$ cat config.mk
export PLATFORM = sky130hd
export DESIGN_NAME = combination_lock_ctrl
export DESIGN_NICKNAME = d
export VERILOG_FILES = /design/src/rtl/combination_lock_pkg.sv /design/src/rtl/lock_timer.sv /design/src/rtl/combination_lock_ctrl.sv
export SDC_FILE = /design/constraint.sdc
export NUM_CORES = 1
export LEC_CHECK = 0
export CAP_MARGIN = 20
export CORE_MARGIN = 4
export CORE_UTILIZATION = 60
export DETAILED_ROUTE_END_ITERATION = 8
export GPL_TIMING_DRIVEN = 0
export PLACE_DENSITY = 0.94
export SYNTH_ARGS = -nofsm -noshare
export SYNTH_HDL_FRONTEND = slang
export SYNTH_SLANG_ARGS = --single-unit
$ cat constraint.sdc
create_clock -name clk -period 2.8 [get_ports clk]
set_input_delay 0.42 -clock clk [delete_from_list [all_inputs] [get_ports clk]]
set_output_delay 0.42 -clock clk [all_outputs]
set_load 0.02 [all_outputs]
$ cat src/rtl/combination_lock_pkg.sv
// combination_lock_pkg: state encoding and width helpers shared by the combination lock files
package combination_lock_pkg;
  typedef logic [2:0] state_t;
  localparam state_t IDLE    = 3'd0;
  localparam state_t ENTRY   = 3'd1;
  localparam state_t CHECK   = 3'd2;
  localparam state_t OPEN    = 3'd3;
  localparam state_t FAIL    = 3'd4;
  localparam state_t LOCKOUT = 3'd5;
  function automatic int cnt_w(input int len);
    return $clog2(len + 1);
  endfunction
  function automatic int fc_w(input int max_fail);
    return $clog2(max_fail + 1);
  endfunction
  function automatic int tmr_w(input int a, input int b, input int c);
    int m;
    m = a > b ? a : b;
    m = m > c ? m : c;
    return m < 2 ? 1 : $clog2(m);
  endfunction
endpackage

$ cat src/rtl/lock_timer.sv
// lock_timer: loadable down-counter; tc is high while the count sits at zero
module lock_timer #(
  parameter int W = 4
) (
  input  logic         clk,
  input  logic         rst,
  input  logic         load,
  input  logic [W-1:0] load_val,
  output logic         tc
);
  logic [W-1:0] count;
  // reload on request, otherwise count down and park at zero
  always_ff @(posedge clk or negedge rst)
    if (!rst) count <= '0;
    else if (load) count <= load_val;
    else if (count != '0) count <= count - W'(1);
  assign tc = count == '0;
endmodule

$ cat src/rtl/combination_lock_ctrl.sv
// combination_lock_ctrl: programmable keypad lock session controller; define COMB_LOCK_ALARM_EN to add a one-cycle alarm pulse on lockout entry
module combination_lock_ctrl
  import combination_lock_pkg::*;
#(
  parameter int                  CODE_LEN       = 5,
  parameter logic [CODE_LEN-1:0] RESET_CODE     = 5'b01011,
  parameter int                  MAX_FAIL       = 3,
  parameter int                  TIMEOUT_CYCLES = 16,
  parameter int                  UNLOCK_CYCLES  = 8,
  parameter int                  LOCKOUT_CYCLES = 64
) (
  input  logic                       clk,
  input  logic                       rst,
  input  logic                       zero,
  input  logic                       one,
  input  logic                       cfg_we,
  input  logic [CODE_LEN-1:0]        cfg_code,
  output logic                       unlock,
  output logic                       locked_out,
  output logic                       busy,
  output logic [fc_w(MAX_FAIL)-1:0]  fail_cnt
`ifdef COMB_LOCK_ALARM_EN
  ,
  output logic                       alarm
`endif
);
  localparam int CW = cnt_w(CODE_LEN);
  localparam int FW = fc_w(MAX_FAIL);
  localparam int TW = tmr_w(TIMEOUT_CYCLES, UNLOCK_CYCLES, LOCKOUT_CYCLES);
  state_t              st, nxt;
  logic [CODE_LEN-1:0] code, sr;
  logic [CW-1:0]       cnt;
  logic [FW-1:0]       fc_inc;
  logic [TW-1:0]       tmr_val;
  logic                vd, bad, full, tmr_load, tmr_tc;
  assign vd = zero ^ one;
  assign bad = zero & one;
  assign full = cnt == CW'(CODE_LEN);
  assign fc_inc = fail_cnt == FW'(MAX_FAIL) ? fail_cnt : fail_cnt + FW'(1);
  // one timer serves ENTRY, OPEN and LOCKOUT: reload on every state change and on each accepted digit
  assign tmr_load = (nxt != st) | (st == ENTRY & vd);
  assign tmr_val = nxt == OPEN ? TW'(UNLOCK_CYCLES - 1) :
                   nxt == LOCKOUT ? TW'(LOCKOUT_CYCLES - 1) : TW'(TIMEOUT_CYCLES - 1);
  lock_timer #(.W(TW)) u_timer (
    .clk      (clk),
    .rst      (rst),
    .load     (tmr_load),
    .load_val (tmr_val),
    .tc       (tmr_tc)
  );
  // next-state selection; a full entry is checked one cycle after its last digit
  always_comb begin
    nxt = st;
    case (st)
      IDLE:    nxt = bad ? FAIL : vd ? ENTRY : IDLE;
      ENTRY:   nxt = full ? CHECK : bad ? FAIL : vd ? ENTRY : tmr_tc ? IDLE : ENTRY;
      CHECK:   nxt = sr == code ? OPEN : FAIL;
      OPEN:    nxt = tmr_tc ? IDLE : OPEN;
      FAIL:    nxt = fc_inc == FW'(MAX_FAIL) ? LOCKOUT : IDLE;
      LOCKOUT: nxt = tmr_tc ? IDLE : LOCKOUT;
      default: nxt = IDLE;
    endcase
  end
  // state register and outputs registered from the next state
  always_ff @(posedge clk or negedge rst)
    if (!rst) begin
      st <= IDLE;
      unlock <= 1'b0;
      locked_out <= 1'b0;
      busy <= 1'b0;
    end else begin
      st <= nxt;
      unlock <= nxt == OPEN;
      locked_out <= nxt == LOCKOUT;
      busy <= nxt != IDLE;
    end
  // code is writable only from an idle lock with no strobe present
  always_ff @(posedge clk or negedge rst)
    if (!rst) code <= RESET_CODE;
    else if (st == IDLE && cfg_we && !zero && !one) code <= cfg_code;
  // collect digits MSB first; cleared whenever no entry is in progress
  always_ff @(posedge clk or negedge rst)
    if (!rst) begin
      sr <= '0;
      cnt <= '0;
    end else if (st == IDLE && vd) begin
      sr <= CODE_LEN'(one);
      cnt <= CW'(1);
    end else if (st == ENTRY && vd && !full) begin
      sr <= (sr << 1) | CODE_LEN'(one);
      cnt <= cnt + CW'(1);
    end else if (st != ENTRY || nxt == IDLE) begin
      sr <= '0;
      cnt <= '0;
    end
  // consecutive failures: saturating bump in FAIL, cleared on a successful open or when lockout ends
  always_ff @(posedge clk or negedge rst)
    if (!rst) fail_cnt <= '0;
    else if (st == FAIL) fail_cnt <= fc_inc;
    else if ((st == CHECK && nxt == OPEN) || (st == LOCKOUT && nxt == IDLE)) fail_cnt <= '0;
`ifdef COMB_LOCK_ALARM_EN
  // single-cycle pulse marking each entry into lockout
  always_ff @(posedge clk or negedge rst)
    if (!rst) alarm <= 1'b0;
    else alarm <= nxt == LOCKOUT && st != LOCKOUT;
`endif
endmodule

Yosys cells after proc, flatten, opt, wreduce, memory -nomap -nowiden

Cells that the tools add are included.
Widths: inputs -> output; s select.

Register bits: 27
Output and inout bits: 5

Add/sub/neg operators: 3
Equal/unequal tests: 13
Muxes and demuxes: 24
Bitwise logic cells: 5
Reduce and logical (&&, ||, !) cells: 21

Operators by type and width:

| cell                | number |
|---|---|
| $mux 3              | 9 |
| $mux 6              | 4 |
| $pmux 3 s6          | 1 |
| $mux 5              | 3 |
| $eq 3x3->1 const B  | 4 |
| $eq 3x2->1 const B  | 3 |
| $logic_and 1x1->1   | 8 |
| $mux 2              | 4 |
| $logic_not 3->1     | 2 |
| $logic_not 6->1     | 1 |
| $reduce_bool 3->1   | 2 |
| $reduce_bool 6->1   | 1 |
| $sub 6x1->6 const B | 1 |
| $eq 5x5->1          | 1 |
| $or 5x1->5          | 1 |
| $eq 2x2->1 const B  | 2 |
| $reduce_bool 2->1   | 2 |
| $add 3x1->3 const B | 1 |
| $eq 3x1->1 const B  | 1 |
| $logic_not 1->1     | 3 |
| $mux 1              | 3 |
| $ne 3x1->1 const B  | 1 |
| $ne 3x3->1          | 1 |
| $add 2x1->2 const B | 1 |
| 4 further kinds     | 6 |

Logic depth before layout (Yosys ltp)

Gate-level depths: netlist of the first run.

Depth after elaboration: 11
Gate-level depth with buffers: 8
Depth with buffers taken out: 7

Hierarchy

A second synthesis of the first run with hierarchy kept.

Cell total of the unflattened synthesis: 157
Area, all modules: 1592.8 um^2

By module, submodules not included:

| module                | times used | cells each | area each (um^2) | seq. area each (um^2) |
|---|---|---|---|---|
| combination_lock_ctrl | 1          | 117        | 1192.4           | 529.3 |
| lock_timer            | 1          | 40         | 400.4            | 150.1 |

Worst setup path before layout of the first run

Ideal clock, no wire load.

Path type: input to register
From: input port zero
To: register sr[0]
Library setup time: 0.122 ns
Arrival: 1.762 ns
Required time: 2.678 ns
Path slack: 0.917 ns
Stages: 6
Path buffers: 0
Cells stage by stage: ha_1 > mux2_2 > o221ai_2 > o22ai_2 > o21a_2 > a32o_1

Word-level cells in the longest chain between the ends: 8

Ends and longest elaborated chain:

| element                            | line                        | text |
|---|---|---|
| from (decl)                        | combination_lock_ctrl.sv:14 | `input logic zero,` |
| $xor 1x1->1                        | combination_lock_ctrl.sv:36 | `assign vd = zero ^ one;` |
| $mux 1                             | combination_lock_ctrl.sv:56 | `ENTRY: nxt = full ? CHECK : bad ? FAIL : vd ? ENTRY : tmr_tc ? IDLE : ENTRY;` |
| $mux 3 (2 in series)               | combination_lock_ctrl.sv:56 |  |
| $pmux 3 s6                         | combination_lock_ctrl.sv:54 | `case (st)` |
| $logic_not 3->1                    | combination_lock_ctrl.sv:92 | `end else if (st != ENTRY \|\| nxt == IDLE) begin` |
| $logic_or 1x1->1                   | combination_lock_ctrl.sv:92 |  |
| $reduce_bool 3->1 (no source line) | n/a                         |  |
| to (signal assigned)               | combination_lock_ctrl.sv:87 | `sr <= CODE_LEN'(one);` |
| to (signal assigned)               | combination_lock_ctrl.sv:90 | `sr <= (sr << 1) \| CODE_LEN'(one);` |
| to (decl)                          | combination_lock_ctrl.sv:31 | `logic [CODE_LEN-1:0] code, sr;` |

Several ways; a longest one is shown, not always the timed one.
A chain may end at the register's enable or synchronous reset.

Final worst setup path of the first run

From: input port one
To: register u_timer.count[4]

Word-level cells in the longest chain between the ends: 9

Ends and longest elaborated chain:

| element              | line                        | text |
|---|---|---|
| from (decl)          | combination_lock_ctrl.sv:15 | `input logic one,` |
| $xor 1x1->1          | combination_lock_ctrl.sv:36 |  |
| $mux 1               | combination_lock_ctrl.sv:56 |  |
| $mux 3 (2 in series) | combination_lock_ctrl.sv:56 |  |
| $pmux 3 s6           | combination_lock_ctrl.sv:54 |  |
| $eq 3x3->1           | combination_lock_ctrl.sv:43 | `nxt == LOCKOUT ? TW'(LOCKOUT_CYCLES - 1) : TW'(TIMEOUT_CYCLES - 1);` |
| $mux 6               | combination_lock_ctrl.sv:43 |  |
| $mux 6               | combination_lock_ctrl.sv:42 | `assign tmr_val = nxt == OPEN ? TW'(UNLOCK_CYCLES - 1) :` |
| $mux 6               | lock_timer.sv:15            | `else if (load) count <= load_val;` |
| to (signal assigned) | lock_timer.sv:15            |  |
| to (signal assigned) | lock_timer.sv:16            | `else if (count != '0) count <= count - W'(1);` |
| to (decl)            | lock_timer.sv:11            | `logic [W-1:0] count;` |

Several ways; a longest one is shown, not always the timed one.

==> impl_metrics.tcl, run 1 <==
set metrics [dict create \
    dr.first_iter.drc_count 48 \
    syn_to_final_growth_pct 14.03 \
    numCtsBuffers 3 \
    globalplace.congestion 0.8593 \
    clk_pin_slew_worst_paths_ns 0.16 \
    clock_latency_ns 0.33 \
    p_leak_nw 0.7641 \
    finalWirelength_um 3295 \
    highest_layer "met4" \
    outcome "complete, no violations" \
    via_count 1270 \
    wl_met1_um 1410 \
    synth.avg_cell_area_sq_um 10.31 \
    maxCapViolCount 0 \
    io_pins 15 \
    synth_edf_count 0 \
    grt_overflow 0 \
    path_max_fanout 6 \
    powerDensity_nw_per_um2 743.9 \
    clockBufferDepth 2 \
    yosysTopAreaCellShare 0.3783 \
    finalHoldViolations 0 \
    rr_startpoint "u_timer.count[0]" \
    yosysSeqAreaShare 0.4279 \
    syn_area_sq_um 1588 \
    tightest_slew_ns 0.6348 \
    fp-row-count 18 \
    cts_root_buf "clkbuf_4" \
    seqPwrFrac 0.406 \
    nNetsFinal 189 \
    detail-route-antenna-nets 0 \
    synth.distinct_cells 55 \
    start_util 0.6351 \
    hold_ws_ns 0.4541 \
    setup_viol 0 \
    end_kind "flip-flop" \
    reg2reg_slack_ns 0.80 \
    synth_top_area_cell "dfrtp_1" \
    clock.fmax_mhz 453.8 \
    crit_path_start_kind "primary input" \
    post_cts_resized 0 \
    synth_commonest_cells "24 x dfrtp_1, 12 x nor2_1, 10 x nand2_1" \
    numPortBuffers 14 \
    p_int_mw 0.8213 \
    worstSetupPathType "primary input to flip-flop" \
    synth-seq-cells 27 \
    met2_length_um 1620 \
    met3_length_um 194 \
    maxSlewHeadroom 0.5755 \
    grt_usage 0.2205 \
    synthTopCellsByArea "dfrtp_1 38%, dfstp_2 5.0%, ha_1 3.9%, a22o_1 3.3%, xnor2_1 3.3%" \
    wl_per_cell_um 16.23 \
    post_cts_buffers 0 \
    cp.arrival_ns 2.42 \
    vdd_drop_max_mv 0.4852 \
    htreeDepth 1 \
    layout-drive-gt1-share 0.1561 \
    syn-num-nets 169 \
    switching_share 0.3902 \
    yosysMostFrequentCell "dfrtp_1" \
    ys.flop_type "dfrtp_1" \
    fin_crit_sh 0.7871 \
    coreArea_sq_um 2500 \
    routed_via_density 6.256 \
    firstDrtPassIters 4 \
    drv_slew 0 \
    async_flop_share 1.000 \
    grt_pass1_vias 1309 \
    timing.rr.end "u_timer.count[4]" \
    grt_max_degree 17 \
    die_area_sq_um 3533 \
    grt_pass1_wl_um 6003 \
    yosys_warnings 0 \
    syn_inst 154 \
    cts_sinks 27 \
    rsz0062_at_grt "false" \
    cts_tree "done" \
    setup_tns_ns 0 \
    clkPwrFrac 0.132 \
    fin_skew_ns 0.007252 \
    r2r_cells 7 \
    switchingPower_mw 0.5256 \
    antenna_found_initial 0 \
    num-fill-cells 185 \
    postCtsHoldBufs 0 \
    die_w_um 59.44 \
    die_h_um 59.44 \
    hold_path_class "primary input to async pin" \
    power_frac_comb 0.462 \
    period_minus_slack_ns 2.204 \
    diodes 0 \
    drc 0 \
    cp_data_required_time_ns 3.02 \
    dp_hpwl_um 2638 \
]
==> registers in the layout, indices dropped and copies added (netlist names) <==
name	cells
locked_out	1
unlock	1
cnt	3
st	3
u_timer.count	6
code	5
sr	5
busy	1
fail_cnt	2
==> final cells by class <==
cell class                 count  area [sq um]  share of cell area
multi-input combinational    111         825.8              0.4561
sequential                    27         679.4              0.3753
timing repair buffer          15         155.1             0.08569
buffer                         7         48.80             0.02695
tap                           30         37.54             0.02073
inverter                       9         33.78             0.01866
clock buffer                   3         22.52             0.01244
clock inverter                 1         7.507            0.004147
==> how the worst max path moves through the flow <==
| stage | end | slack [ns] | from | cells after the start |
|---|---|---|---|---|
| global placement | u_timer.count[5] | 0.30 | one | 7 |
| floorplan | sr[0] | 0.92 | zero | 6 |
| finish | u_timer.count[4] | 0.60 | one | 7 |
| CTS | u_timer.count[4] | 0.61 | one | 7 |
| global route | u_timer.count[4] | 0.45 | zero | 7 |
| detailed placement | u_timer.count[4] | 0.23 | zero | 7 |
==> power by group through the flow <==
stage	Clock, mW	Sequential [mW]	Combinational [mW]
2_1_floorplan	0	0.555	0.450
3_3_place_gp	0	0.547	0.586
3_5_place_dp	0	0.555	0.620
4_1_cts	0.182	0.548	0.620
5_1_grt	0.203	0.560	0.699
6_report	0.178	0.547	0.622
==> layout by cell type (no fill, tap or decap), types with 4 or more instances in the layout <==
master / Yosys / routed
nand2_1: 10 / 10
nand2b_1: 5 / 5
dfrtp_1: 24 / 24
o21ai_0: 5 / 5
mux2_1: 4 / 4
a21oi_1: 4 / 4
a22o_1: 6 / 6
xnor2_1: 6 / 6
nor2_1: 12 / 12
inv_1: 8 / 8
clkdlybuf4s50_1: 0 / 14
ha_1: 5 / 5
==> metrics by stage <==
stage               setup slack, ns    util  std cells  area [sq um]  power (mW)
floorplan                    0.9168       -        154          1588       1.005
global route                 0.4492  0.7242        203          1810       1.461
CTS                          0.6061  0.7242        203          1810       1.350
global placement             0.2993  0.7062        198          1765       1.133
detailed placement           0.2312  0.7122        199          1780       1.174
finish                       0.5963  0.7242        203          1810       1.347
==> metal layers <==
layer  GRT usage  up-vias
met5           0        -
met4     0.05825        0
met3     0.03704       10
met2      0.3947       44
met1      0.2711      613
li1            -      603
==> worst max-delay path, cell delays in order <==
cell and delay, ns:
clkdlybuf4s50_1 0.46, ha_1 0.38, mux2_2 0.33, o221ai_2 0.18, o22ai_2 0.14, o32ai_1 0.40, o2bb2ai_1 0.11
==> cells by family (layout without fill, tap and decap cells) <==
family	Yosys count	count (layout)	share of synthesized area
simple gates	49	49	0.1679
compound gates	42	42	0.2207
flops	27	27	0.4279
buf+inv	16	35	0.05200
xor+xnor	9	9	0.04965
mux	6	6	0.04255
fa+ha+maj	5	5	0.03940
No activity file was read; power rests on OpenSTA's default activity.
==> run 2, diff against run 1 <==
CORE_UTILIZATION = 51   (was 60)
PLACE_DENSITY = 0.86   (was 0.94)
clock period = 1.9 ns   (was 2.8 ns; I/O delays follow)
==> run 2 against run 1 <==
Net effect:
- via count grew 0.71%
- non-clock buffer count grew 4
- final area grew 5.9%
- sequential power grew 50%
- global-route usage shrank 4.6 points
- critical path type is now flip-flop to flip-flop
- largest cell class unchanged
- largest power group unchanged
- highest routed layer unchanged
==> impl_metrics.tcl, run 2 (same netlist as run 1, synthesis figures left out) <==
set metrics [dict create \
    setup_viol 0 \
    worstSetupPathType "flip-flop to flip-flop" \
    use_met1 0.2282 \
    cp_slowest_cell "dfrtp_1" \
    outcome "complete, no violations" \
    grt_overflow 0 \
    finalPower_mw 2.118 \
    fin_cells 208 \
    antenna_found_initial 0 \
    finalWorstSetupSlack_ns 0.05174 \
    maxCapViolCount 0 \
    setup_tns_ns 0 \
    nNetsFinal 193 \
    vdd_drop_max_mv 0.6907 \
    crit_chain "buf_4 > mux2_2 > o221ai_2 > o22ai_4 > o21a_2 > a32o_1" \
    hold_path_class "primary input to async pin" \
    syn_to_final_growth_pct 20.73 \
    clk_pin_slew_worst_paths_ns 0.16 \
    firstDrtPassIters 4 \
    p_leak_nw 0.8054 \
    numCtsBuffers 3 \
    routed_via_density 6.149 \
    drv_slew 0 \
    finalHoldViolations 0 \
    numPortBuffers 14 \
    diodes 0 \
    final_area_sq_um 1917 \
    cts_tree "done" \
    crit_path_start_kind "flip-flop" \
    path_max_fanout 7 \
    globalplace.congestion 0.8402 \
    postPlaceCellArea_sq_um 1782 \
    clockBufferDepth 2 \
    end_kind "flip-flop" \
    final_cell_mix "24 x dfrtp_1, 12 x nor2_1, 12 x clkdlybuf4s50_1" \
    fin_crit_sh 0.9728 \
    grt.met3_usage 0.02277 \
    hold_ws_ns 0.3141 \
    placedCellCount 200 \
    layout_commonest_cell "dfrtp_1" \
    period_minus_slack_ns 1.848 \
    largest-register "u_timer.count" \
    grt_pass1_wl_um 5761 \
    tightest_slew_ns 0.6087 \
    htreeDepth 1 \
    maxSlewHeadroom 0.5929 \
    cts_root_buf "clkbuf_4" \
    coreArea_sq_um 2853 \
    drc 0 \
    powerDensity_nw_per_um2 1105 \
    grt_pass1_vias 1256 \
    start_util 0.5566 \
    die_w_um 63.80 \
    io_pins 15 \
    grt_usage 0.1743 \
    die_area_sq_um 4070 \
    fin_skew_ns 0.006472 \
    grt.busiest_layer "met2" \
    postCtsHoldBufs 0 \
    finalWirelength_um 3466 \
    final_util 0.6719 \
    cp.arrival_ns 2.08 \
    grt_util_met2 0.3071 \
    clock_latency_ns 0.32 \
    dr.first_iter.drc_count 58 \
    wl_per_cell_um 16.66 \
    detail-route-antenna-nets 0 \
    fp-row-count 19 \
    top_regs "u_timer.count: 6 flops, code: 5 flops, sr: 5 flops" \
    die_h_um 63.80 \
    pre_cts_ws_ns -0.5517 \
    largest_reg_flops 6 \
    layout-drive-gt1-share 0.2090 \
    via_count 1279 \
    clock.fmax_mhz 541.0 \
    cts_sinks 27 \
    grt_max_degree 17 \
    dp_hpwl_um 2533 \
    cp_data_required_time_ns 2.13 \
    cp_slowest_stage_delay_ns 0.43 \
]
[run 2: cell types whose count changed in the layout (fill, tap and decap cells not counted), moves of 2 or more]
| cell | delta |
|---|---|
| ha_4 | +2 |
| ha_1 | -2 |
| buf_4 | +4 |
| clkdlybuf4s50_1 | -2 |
| dlygate4sd2_1 | +2 |
[run 2: worst paths after layout]
check | cells past startpoint | slack [ns] | endpoint | from
min reg2reg | 1 | 0.54 | code[2] | code[2]
min | 1 | 0.31 | fail_cnt[1] | rst
max in group asynchronous | 2 | 0.99 | code[3] | rst
min in group clk | 2 | 0.43 | sr[0] | one
max | 6 | 0.05 | sr[0] | st[2]
max reg2reg | 6 | 0.05 | sr[0] | st[2]
[run 2: worst max-delay path, delay by kind of cell, from the launching register on]
kind | cells | cell delay (ns)
AO/OA/AOI/OAI | 4 | 0.81
buffers and inverters | 1 | 0.14
multiplexers | 1 | 0.36
flip-flops | 1 | 0.43
[run 2: what timing repair did]
action	CTS	global route
buffers inserted	0	4
endpoints found under the setup margin	14	19
pin swaps	1	4
resized for setup	5	9
[run 2: final cells by class]
class,count,area (sq um)
buffer,7,48.80
clock buffer,3,22.52
inverter,9,33.78
timing repair buffer,19,182.7
fill,236,935.9
tap,31,38.79
clock inverter,1,7.507
multi-input combinational,111,903.4
sequential,27,679.4
[run 2: report_power, final]
part / total (mW) / internal (mW) / switching, mW
registers: 0.822 / 0.699 / 0.123
logic: 1.03 / 0.506 / 0.526
clock network: 0.264 / 0.0803 / 0.183
total: 2.12 / 1.29 / 0.832
[run 2: routing by layer]
metal,vias up,part of all wire
li1,608,-
met1,622,0.43
met5,-,0
met2,43,0.52
met4,0,0.012
met3,6,0.041
